$ cat config.mk
export PLATFORM = sky130hd
export DESIGN_NAME = muldiv_unit
export DESIGN_NICKNAME = d
export VERILOG_FILES = /design/src/rtl/md_pkg.sv /design/src/rtl/muldiv_step.sv /design/src/rtl/muldiv_unit.sv
export SDC_FILE = /design/constraint.sdc
export NUM_CORES = 1
export LEC_CHECK = 0
export ABC_AREA = 0
export CORE_UTILIZATION = 65
export DETAILED_ROUTE_END_ITERATION = 7
export PLACE_DENSITY = 0.92
export SLEW_MARGIN = 40
export SYNTH_ARGS = -nofsm -noshare
export SYNTH_HDL_FRONTEND = slang
export SYNTH_SLANG_ARGS = --single-unit
$ cat constraint.sdc
create_clock -name clk -period 5.98 [get_ports clk]
set_input_delay 1.495 -clock clk [delete_from_list [all_inputs] [get_ports clk]]
set_output_delay 1.495 -clock clk [all_outputs]
set_load 0.01 [all_outputs]
$ cat src/rtl/md_pkg.sv
// Shared encodings and constants for the iterative multiply/divide unit.
package md_pkg;

  // md_op encodings. Bit 1 selects divide; bit 0 selects unsigned.
  typedef enum logic [1:0] {
    MD_MULT  = 2'b00,
    MD_MULTU = 2'b01,
    MD_DIV   = 2'b10,
    MD_DIVU  = 2'b11
  } md_op_e;

  typedef enum logic [1:0] {
    MD_IDLE = 2'b00,
    MD_RUN  = 2'b01,
    MD_FIX  = 2'b10
  } md_state_e;

  // Radix-2 steps per operation.
  localparam int MD_ITER = 32;
  localparam int CNT_W   = $clog2(MD_ITER);

  // Operation context captured at launch and used again at sign fix-up.
  typedef struct packed {
    md_op_e op;
    logic   sign_a;
    logic   sign_b;
  } md_ctx_t;

endpackage

$ cat src/rtl/muldiv_step.sv
// One radix-2 iteration on {accumulator, low operand}.
// Multiply: right-shifting shift-add. The low half holds the remaining multiplier bits.
// Divide: restoring shift-subtract. The low half shifts out dividend bits and shifts in quotient bits.
module muldiv_step #(
  parameter int W = 32
) (
  input  logic           is_div,
  input  logic [2*W-1:0] acc,
  input  logic [W-1:0]   operand,
  output logic [2*W-1:0] acc_next,
  output logic           q_bit
);

  logic [W:0] sum;
  logic [W:0] diff;
  logic [W:0] upper;

  // Both step flavours use W+1-bit adders.
  // The remainder stays below the divisor, so diff[W] is exactly the borrow of the trial subtract.
  always_comb begin
    upper    = acc[2*W-1:W-1];
    sum      = {1'b0, acc[2*W-1:W]} + {1'b0, operand};
    diff     = upper - {1'b0, operand};
    q_bit    = 1'b0;
    acc_next = acc;
    if (is_div) begin
      q_bit    = ~diff[W];
      acc_next = {(q_bit ? diff[W-1:0] : upper[W-1:0]), acc[W-2:0], q_bit};
    end else if (acc[0]) begin
      acc_next = {sum, acc[W-1:1]};
    end else begin
      acc_next = {1'b0, acc[2*W-1:W], acc[W-1:1]};
    end
  end

endmodule

$ cat src/rtl/muldiv_unit.sv
// Iterative MULT/MULTU/DIV/DIVU unit with the architectural HI/LO registers.
// Each operation takes 33 cycles: 32 radix-2 steps, then one sign-fix cycle.
module muldiv_unit
  import md_pkg::*;
#(
  parameter int MD_W = 32
) (
  input  logic            clk,
  input  logic            rst_md,
  input  logic            md_start,
  input  logic [1:0]      md_op,
  input  logic [MD_W-1:0] md_src_a,
  input  logic [MD_W-1:0] md_src_b,
  input  logic            md_hi_write,
  input  logic            md_lo_write,
  output logic            md_busy,
  output logic            md_done,
  output logic [MD_W-1:0] md_hi,
  output logic [MD_W-1:0] md_lo
);

  md_state_e         state, state_nx;
  logic [CNT_W-1:0]  cnt;
  md_ctx_t           ctx;
  logic [MD_W-1:0]   a_raw;   // dividend as issued; the divide-by-zero HI value
  logic [MD_W-1:0]   opnd;    // |multiplicand| or |divisor|
  logic [2*MD_W-1:0] acc;
  logic [2*MD_W-1:0] acc_step;
  logic              q_unused;
  logic [MD_W-1:0]   hi, lo;
  logic              done;

  logic              in_sgn;
  logic [MD_W-1:0]   abs_a, abs_b;
  logic [MD_W-1:0]   res_hi, res_lo;
  logic [2*MD_W-1:0] prod;
  logic [MD_W-1:0]   quo, rem;

  assign md_hi   = hi;
  assign md_lo   = lo;
  assign md_done = done;

  // Absolute operands at launch; only the signed ops are folded.
  always_comb begin
    in_sgn = ~md_op[0];
    abs_a  = (in_sgn && md_src_a[MD_W-1]) ? (~md_src_a + 1'b1) : md_src_a;
    abs_b  = (in_sgn && md_src_b[MD_W-1]) ? (~md_src_b + 1'b1) : md_src_b;
  end

  muldiv_step #(.W(MD_W)) u_step (
    .is_div   (ctx.op[1]),
    .acc      (acc),
    .operand  (opnd),
    .acc_next (acc_step),
    .q_bit    (q_unused)
  );

  // Sign correction and divide-by-zero override applied in FIX.
  // The most negative dividend divided by -1 wraps naturally through the negate.
  always_comb begin
    prod = acc;
    if (ctx.op == MD_MULT && (ctx.sign_a ^ ctx.sign_b))
      prod = ~acc + 1'b1;
    quo = acc[MD_W-1:0];
    rem = acc[2*MD_W-1:MD_W];
    if (ctx.op == MD_DIV) begin
      if (ctx.sign_a ^ ctx.sign_b) quo = ~quo + 1'b1;
      if (ctx.sign_a)              rem = ~rem + 1'b1;
    end
    if (opnd == '0) begin
      quo = '1;
      rem = a_raw;
    end
    if (ctx.op[1]) begin
      res_hi = rem;
      res_lo = quo;
    end else begin
      res_hi = prod[2*MD_W-1:MD_W];
      res_lo = prod[MD_W-1:0];
    end
  end

  // FSM next-state and busy decode.
  always_comb begin
    state_nx = state;
    md_busy  = (state != MD_IDLE);
    case (state)
      MD_IDLE: if (md_start) state_nx = MD_RUN;
      MD_RUN:  if (cnt == CNT_W'(MD_ITER - 1)) state_nx = MD_FIX;
      MD_FIX:  state_nx = MD_IDLE;
      default: state_nx = MD_IDLE;
    endcase
  end

  // FSM state register.
  always_ff @(posedge clk) begin
    if (rst_md) state <= MD_IDLE;
    else        state <= state_nx;
  end

  // Datapath: launch latches, iteration, result writeback and MTHI/MTLO.
  always_ff @(posedge clk) begin
    if (rst_md) begin
      cnt   <= '0;
      ctx   <= '0;
      a_raw <= '0;
      opnd  <= '0;
      acc   <= '0;
      hi    <= '0;
      lo    <= '0;
      done  <= 1'b0;
    end else begin
      done <= 1'b0;
      case (state)
        MD_IDLE: begin
          // A same-cycle start overwrites these writes at completion.
          if (md_hi_write) hi <= md_src_a;
          if (md_lo_write) lo <= md_src_a;
          if (md_start) begin
            ctx.op     <= md_op_e'(md_op);
            ctx.sign_a <= in_sgn & md_src_a[MD_W-1];
            ctx.sign_b <= in_sgn & md_src_b[MD_W-1];
            a_raw      <= md_src_a;
            cnt        <= '0;
            if (md_op[1]) begin
              acc  <= {{MD_W{1'b0}}, abs_a};
              opnd <= abs_b;
            end else begin
              acc  <= {{MD_W{1'b0}}, abs_b};
              opnd <= abs_a;
            end
          end
        end
        MD_RUN: begin
          acc <= acc_step;
          cnt <= cnt + 1'b1;
        end
        MD_FIX: begin
          hi   <= res_hi;
          lo   <= res_lo;
          done <= 1'b1;
        end
        default: ;
      endcase
    end
  end

endmodule

-- Word level (Yosys, flattened, before mapping)
Index checks and enable logic that the tools add are counted.
- bits in read-only memories: 0
- word-level logic and storage cells: 79
- bits in registers: 204
- bits in writable memories: 0
- memories: 0
- input port bits: 71
- latch bits: 0
- output and inout bits: 66
- order comparisons: 0
- equal/unequal tests: 8
- bitwise gates (word level): 10
- mux-type cells: 28
- reductions and logical operators: 14
- add/subtract/negate cells: 8
- div/mod/pow operators: 0
- shift-type cells: 0
- multipliers: 0
- operators by type and width (kind ; number):
    $mux W32 ; 15
    $mux W64 ; 4
    $add A32 B1 Y32 const B ; 4
    $not A32 Y32 ; 4
    $pmux W32 S2 ; 2
    $pmux W64 S2 ; 1
    $add A64 B1 Y64 const B ; 1
    $not A64 Y64 ; 1
    $add A32 B32 Y33 ; 1
    $sub A33 B32 Y33 ; 1
    $logic_not A32 Y1 ; 1
    $pmux W5 S2 ; 1
    $reduce_and A2 Y1 ; 5
    $ne A2 B2 Y1 const B ; 4
    $reduce_bool A2 Y1 ; 3
    $add A5 B1 Y5 const B ; 1
    $eq A5 B5 Y1 const B ; 1
    $mux W5 ; 1
    $eq A2 B2 Y1 const B ; 2
    $logic_not A2 Y1 ; 2
    $mux W2 ; 2
    $pmux W2 S2 ; 1
    $logic_and A1 B1 Y1 ; 3
    $and A1 B1 Y1 ; 2
    other kinds (4) ; 5

-- Depth between registers and ports, before layout
Gate-level depths: netlist of the first run.
- word-level depth: 7
- depth in mapped cells: 14
- gate-level depth less buffers: 12

-- Modules after synthesis
From an unflattened synthesis of the first run, not the netlist that was laid out.
- cells, all modules: 2372
- area, all modules: 17214.0 µm²
- by module, submodules not included (module ; times used ; cells each ; sequential area each (µm²) ; area each (µm²)):
    muldiv_unit ; 1 ; 1675 ; 4083.9 ; 12376.9
    muldiv_step ; 1 ; 697 ; 0.0 ; 4837.1

-- Least setup slack after synthesis of the first run
No wires, ideal clock.
- kind: input to register
- start: in md_src_b[9]
- end: reg acc[22]
- library setup time: 0.086 ns
- path slack: 1.903 ns
- required time: 5.894 ns
- stages: 9
- buffers on the path: 0
- arrival time: 3.991 ns
- cell sequence: or4_1 -> or3_1 -> or4_4 -> o41ai_2 -> xor2_1 -> or3_1 -> o21ai_1 -> a211oi_1 -> a211oi_1
- cells in the longest elaborated chain, start to end: 6
- RTL lines (item ; RTL line ; text):
    start, declared ; muldiv_unit.sv:13 ; input logic [MD_W-1:0] md_src_b,
    $not A32 Y32 ; muldiv_unit.sv:47 ; abs_b = (in_sgn && md_src_b[MD_W-1]) ? (~md_src_b + 1'b1) : md_src_b;
    $add A32 B1 Y32 ; muldiv_unit.sv:47 ;
    $mux W32 ; muldiv_unit.sv:47 ;
    $mux W32 ; muldiv_unit.sv:125 ; if (md_op[1]) begin
    $mux W64 ; muldiv_unit.sv:119 ; if (md_start) begin
    $pmux W64 S2 ; muldiv_unit.sv:114 ; case (state)
    end signal, assigned ; muldiv_unit.sv:126 ; acc <= {{MD_W{1'b0}}, abs_a};
    end signal, assigned ; muldiv_unit.sv:129 ; acc <= {{MD_W{1'b0}}, abs_b};
    end signal, assigned ; muldiv_unit.sv:135 ; acc <= acc_step;
    end, declared ; muldiv_unit.sv:27 ; logic [2*MD_W-1:0] acc;
Every way passes these cells. The select of a mux whose other input is x is not followed.
A chain may end at the register's enable or synchronous reset.

-- Final worst setup path of the first run
- start: in md_src_b[7]
- end: reg acc[25]
Same word-level chain as after synthesis.

==> flow_metrics.py, run 1 <==
metrics = {
    "outcome": {
        "status": "completed",
    },
    "global_route": {
        "overflow": 0,
        "grt_max_degree": 75,
        "grt_pass1_wl_um": 99200,
        "grt.total_usage_pct": 48.0,
        "antenna_found_initial": 0,
        "grt_pass1_vias": 17700,
    },
    "clocking": {
        "root_buffer": "clkbuf_16",
        "cts_tree": "built",
        "clk_pin_slew_ps": 60,
        "insertion_delay_ps": 560,
        "cts_hold_buffers": 0,
        "cts_setup_buffers": 0,
        "cts_buffers": 24,
        "htree_num_levels": 1,
        "clockBufferDepth": 3,
        "ctsResizeCount": 0,
        "cts_sinks": 204,
    },
    "worst_setup_path": {
        "crit_path_end_kind": "register",
        "r2r_slack_ps": 1560,
        "r2r-end": "acc[54]",
        "crit_path_max_fanout": 5,
        "required_ps": 6450,
        "cp_slowest_cell": "nor4_1",
        "cp_data_arrival_time_ps": 4920,
        "worstSetupPathType": "primary input to register",
        "worstReg2RegStart": "acc[31]",
        "critPathLaunchType": "primary input",
        "rr_worst_depth": 12,
        "startpoint": "md_src_b[7]",
        "cpPeakStageDelay_ps": 650,
        "path_cells": "clkdlybuf4s50_1 -> or4_1 -> or3_1 -> nor4_1 -> nand2_1 -> o31ai_1 -> xor2_1 -> o311ai_0 -> nor2_1 -> a211oi_1",
    },
    "drt": {
        "drt_iter0_markers": 3240,
        "routedWlPerCell_um": 24.4,
        "ant_nets": 0,
        "firstDrtPassIters": 6,
        "drc": 0,
        "drt-total-wl_um": 65800,
        "vias_per_cell": 7.26,
        "num_vias": 19600,
    },
    "timing": {
        "slew_headroom_pct": 41.6,
        "drv_slew": 0,
        "fin_crit_ps": 4450,
        "finalCritPeriodShare_pct": 74.5,
        "setup_tns_ps": 0,
        "fmax_mhz": 224,
        "worst_hold_slack_ps": 450,
        "worst_pin_slew_ps": 854,
        "rsz0062_at_grt": "no",
        "finClkSkew_ps": 29.2,
        "finalSetupViolCount": 0,
        "hold_viol_final": 0,
    },
    "synth": {
        "syn_area_per_cell_um2": 7.23,
        "async_reset_ff_share_pct": 0,
        "ys_seq_elements": 204,
        "syn_area_um2": 16900,
        "syn_nets": 2482,
        "ys_seq_area_share_pct": 24.1,
        "synth.distinct_cells": 80,
        "syn_inst": 2339,
        "synth-edff-count": 0,
        "yosysWarnings": 0,
        "synth_ff_type": "dfxtp_1",
    },
    "die": {
        "die_h_um": 163,
        "coreArea_um2": 25300,
        "placementRows": 58,
        "num_io_pins": 137,
        "die_area_um2": 26700,
        "start_util_pct": 66.8,
        "die_w_um": 163,
    },
    "placed_design": {
        "place_congestion": 1.07,
        "dpl.hpwl_um": 47400,
        "numPortBuffers": 136,
    },
    "hold_path": {
        "worstHoldStart": "md_hi[6]",
        "min_to": "md_hi[6]",
        "hp-class": "register to register",
        "holdPathStages": 2,
    },
    "finish": {
        "syn_to_final_growth_pct": 13.0,
        "nNetsFinal": 2489,
        "drive_gt1_share_pct": 5.80,
        "num_antenna_cells": 0,
    },
    "pwr": {
        "leakage_nw": 7.21,
        "p_per_area_nw_per_um2": 239,
        "ir_worst_vdd_mv": 0.238,
    },
    "job": {
        "maxCapViolations": 0,
    },
}
how the worst max path moves through the flow:
| stage | end | slack (ps) |
|---|---|---|
| after floorplan | acc[22] | 1900 |
| after detailed placement | acc[25] | 1040 |
| final | acc[25] | 1530 |
| after global placement | opnd[27] | 1190 |
| after global routing | acc[25] | 1240 |
| after CTS | acc[54] | 1460 |
synthesized netlist by cell type, types with 28 or more instances:
| cell | n | area share, % |
|---|---|---|
| dfxtp_1 | 204 | 24 |
| a211oi_1 | 70 | 3.1 |
| ha_1 | 70 | 5.2 |
| nor3_1 | 51 | 1.5 |
| nand2_1 | 295 | 6.5 |
| a21o_1 | 35 | 1.6 |
| o31ai_1 | 37 | 1.6 |
| xor2_1 | 68 | 3.5 |
| nor4_1 | 31 | 1.1 |
| mux2i_1 | 48 | 2.8 |
| a31oi_1 | 28 | 1.0 |
| inv_1 | 63 | 1.4 |
| o211ai_1 | 69 | 3.1 |
| clkbuf_1 | 161 | 3.6 |
| o21ai_0 | 159 | 4.7 |
| a21oi_1 | 278 | 8.2 |
| nor2_1 | 184 | 4.1 |
| o221ai_1 | 35 | 1.8 |
| xnor2_1 | 91 | 4.7 |
stage by stage:
| step | instance area, um2 | utilization, % | setup WS [ps] | total power, mW | instances |
|---|---|---|---|---|---|
| 4_1_cts | 19100 | 75.4 | 1460 | 4.47 | 2693 |
| 6_report | 19100 | 75.5 | 1530 | 4.56 | 2693 |
| 3_3_place_gp | 18300 | 72.2 | 1190 | 2.95 | 2650 |
| 5_1_grt | 19100 | 75.5 | 1240 | 4.70 | 2693 |
| 3_5_place_dp | 18300 | 72.2 | 1040 | 2.98 | 2650 |
| 2_1_floorplan | 16900 | - | 1900 | 2.52 | 2339 |
report_power, final:
part	switching, mW	internal, mW	total [mW]
Sequential	0.157	1.45	1.61
Clock	0.630	0.889	1.52
Combinational	0.898	0.534	1.43
state kept, by name (all words and copies together), names as in the netlist:
register / cells
a_raw: 32
acc: 64
cnt: 5
ctx: 4
md_done: 1
md_hi: 32
md_lo: 32
opnd: 32
state: 2
worst max-delay path, delay by kind of cell:
family / cells / cell delay, ps
xor gates and xnor gates: 1 / 130
buffers and inverters: 1 / 490
AOI/OAI and AO/OA: 3 / 860
and+or+nand+nor: 5 / 1940
layout make-up:
class / count / area [um2]
clock buffers: 34 / 728
clock inverters: 9 / 86.3
fillers: 1995 / 6210
inverters: 64 / 240
multi-input cells: 1874 / 11900
flip-flops and latches: 204 / 4090
well taps: 330 / 413
repair buffers: 178 / 1670
layout by cell type (no fill, tap or decap), types with 26 or more instances in the layout:
master / instances
nor2_1: 181
nor4_1: 29
nor3_1: 50
o211ai_1: 69
a21o_1: 35
a21oi_1: 278
o31ai_1: 37
xor2_1: 68
o21ai_0: 159
a211oi_1: 70
o221ai_1: 35
mux2i_1: 48
a31oi_1: 28
buf_4: 43
nand3_1: 26
inv_1: 62
nand2_1: 293
clkdlybuf4s50_1: 134
dfxtp_1: 203
ha_1: 70
xnor2_1: 91
layer usage:
metal / wire length (um) / vias to the layer above / global-route usage, %
met1: 23500 / 9013 / 60.0
met3: 9550 / 370 / 12.8
met4: 4840 / 0 / 29.4
li1: - / 8621 / -
met2: 28000 / 1549 / 73.2
met5: 0 / - / 0
logic make-up (layout without fill, tap and decap cells):
logic type | Yosys count | after routing | synth area share [%]
fa+ha+maj | 72 | 72 | 5.41
mux | 56 | 56 | 3.37
simple gates | 725 | 725 | 19.8
compound gates | 862 | 862 | 33.1
xor+xnor | 159 | 159 | 8.23
buf+inv | 261 | 285 | 5.97
flops | 204 | 204 | 24.1
(Power assumes the default switching activity.)
==> run 2: changes to the inputs <==
- CORE_UTILIZATION: 65 -> 54
- PLACE_DENSITY: 0.92 -> 0.82
- clock period: 5.98 -> 4.05 ns (I/O delays scaled with it)
==> run 2 against run 1 <==
Effect of this change: critical path type is now register to register; critical path depth increased by 3; via count decreased by 0.13%; largest power group is now clock; register-to-register slack got worse by 1300 ps.
==> flow_metrics.py, run 2 (synthesis gave the netlist of run 1 again) <==
metrics = {
    "global_route": {
        "antenna_found_initial": 1,
        "grt.total_usage_pct": 43.6,
        "overflow": 0,
        "grt_max_degree": 75,
        "grt_pass1_wl_um": 107000,
        "grt_pass1_vias": 18200,
    },
    "clocking": {
        "cts_setup_buffers": 0,
        "ctsResizeCount": 0,
        "cts_hold_buffers": 0,
        "cts_buffers": 25,
        "clockBufferDepth": 3,
        "insertion_delay_ps": 550,
        "clk_pin_slew_ps": 70,
        "cts_tree": "built",
        "root_buffer": "clkbuf_16",
        "htree_num_levels": 1,
        "cts_sinks": 204,
    },
    "timing": {
        "finClkSkew_ps": 18.5,
        "fmax_mhz": 263,
        "slew_headroom_pct": 40.5,
        "rsz0062_at_grt": "no",
        "worst_pin_slew_ps": 892,
        "fin_crit_ps": 3800,
        "finalSetupViolCount": 0,
        "drv_slew": 0,
        "finalCritPeriodShare_pct": 93.8,
        "hold_viol_final": 0,
    },
    "placed_design": {
        "numPortBuffers": 136,
        "dpl.hpwl_um": 52700,
        "place_congestion": 1.07,
        "dpl-instance-area_um2": 19200,
        "dp_cells": 2829,
    },
    "die": {
        "num_io_pins": 137,
        "coreArea_um2": 30700,
        "placementRows": 64,
        "die_h_um": 179,
        "die_area_um2": 32000,
        "die_w_um": 179,
        "start_util_pct": 55.2,
    },
    "worst_setup_path": {
        "r2r_slack_ps": 250,
        "crit_path_max_fanout": 7,
        "path_buf_inv": 2,
        "cp_data_arrival_time_ps": 4240,
        "cpPeakStageDelay_ps": 570,
        "crit_path_end_kind": "register",
        "path_cells": "inv_1 -> ha_1 -> fa_1 -> nand2b_1 -> a21oi_1 -> o21bai_1 -> a31oi_1 -> buf_4 -> or4_1 -> and3_1 -> nor2_1 -> a311oi_1 -> o41ai_1",
        "required_ps": 4490,
        "rr_worst_depth": 13,
        "path_delay_family": "simple AND/OR/NAND/NOR gates",
        "r2r-end": "acc[62]",
        "critPathLaunchType": "register",
        "worstSetupPathType": "register to register",
        "worstReg2RegStart": "acc[31]",
        "cp_slowest_cell": "or4_1",
    },
    "drt": {
        "drt-total-wl_um": 70900,
        "firstDrtPassIters": 6,
        "routedWlPerCell_um": 24.7,
        "ant_nets": 0,
        "vias_per_cell": 6.79,
        "drc": 0,
        "drt_iter0_markers": 2934,
        "num_vias": 19500,
    },
    "hold_path": {
        "worstHoldStart": "md_hi[6]",
        "min_to": "md_hi[6]",
        "holdPathStages": 2,
        "hp-class": "register to register",
    },
    "finish": {
        "drive_gt1_share_pct": 9.93,
        "syn_to_final_growth_pct": 18.8,
        "fin_area_um2": 20100,
        "layout_commonest_cell": "nand2_1",
        "num_antenna_cells": 0,
        "nNetsFinal": 2603,
        "final_util_pct": 65.6,
        "largest-register": "acc",
        "instances_no_fill": 2874,
        "layout_common_cells": "nand2_1 (294), a21oi_1 (278), dfxtp_1 (203)",
        "largest_reg_flops": 64,
    },
    "pwr": {
        "p_per_area_nw_per_um2": 350,
        "leakage_nw": 7.81,
        "ir_worst_vdd_mv": 0.366,
    },
    "job": {
        "maxCapViolations": 0,
    },
    "outcome": {
        "status": "completed",
    },
}
==> run 2: cell types whose count changed in the layout (fill, tap and decap cells not counted), moves of 2 or more <==
cell       before  now
buf_4          43  155
bufinv_16       1    3
clkbuf_8        9    7
clkinv_4        0    2
==> run 2: worst max path at each step <==
stage | startpoint | to | slack, ps | cells after the start
after floorplan | md_src_b[9] | acc[22] | 460 | 9
after global placement | md_src_a[2] | acc[27] | -20 | 12
after detailed placement | md_src_b[9] | acc[22] | -60 | 10
after CTS | opnd[7] | acc[34] | 350 | 13
after global routing | acc[31] | acc[62] | 10 | 13
final | acc[31] | acc[62] | 250 | 13
==> run 2: metal layers <==
metal,vias up,track usage (%),routed length (um)
met4,0,24.7,4590
met5,-,0,0
met3,288,10.6,9210
li1,8854,-,-
met1,9064,57.2,27500
met2,1322,64.8,29600
==> run 2: cell type report <==
type | instances | area, um2
Clock buffer | 34 | 729
Inverter | 64 | 240
Fill cell | 2728 | 10600
Clock inverter | 11 | 140
Tap cell | 396 | 495
Multi-Input combinational cell | 1874 | 11900
Sequential cell | 204 | 4090
Timing Repair Buffer | 291 | 2530
==> run 2: through the flow <==
stage | TNS, ps | setup WS, ps | hold slack [ps] | power [mW]
floorplan | 0 | 456 | 428 | 3.71
CTS | 0 | 345 | 454 | 6.94
detailed placement | -385 | -58.2 | 445 | 4.55
finish | 0 | 251 | 451 | 7.04
global placement | -64.1 | -17.4 | 438 | 4.51
global route | 0 | 13.9 | 468 | 7.27
==> run 2: worst min-delay path, delay by kind of cell, from the launching register on <==
family           cells  cell delay, ps
AO/OA/AOI/OAI        1              50
flip-flops           1             300
AND/OR/NAND/NOR      1              50
==> run 2: power breakdown <==
part	switching, mW	internal [mW]	leakage [nW]	total [mW]
registers	0.168	2.14	1.67	2.31
logic	1.43	0.877	5.70	2.30
clock network	0.972	1.45	0.431	2.42
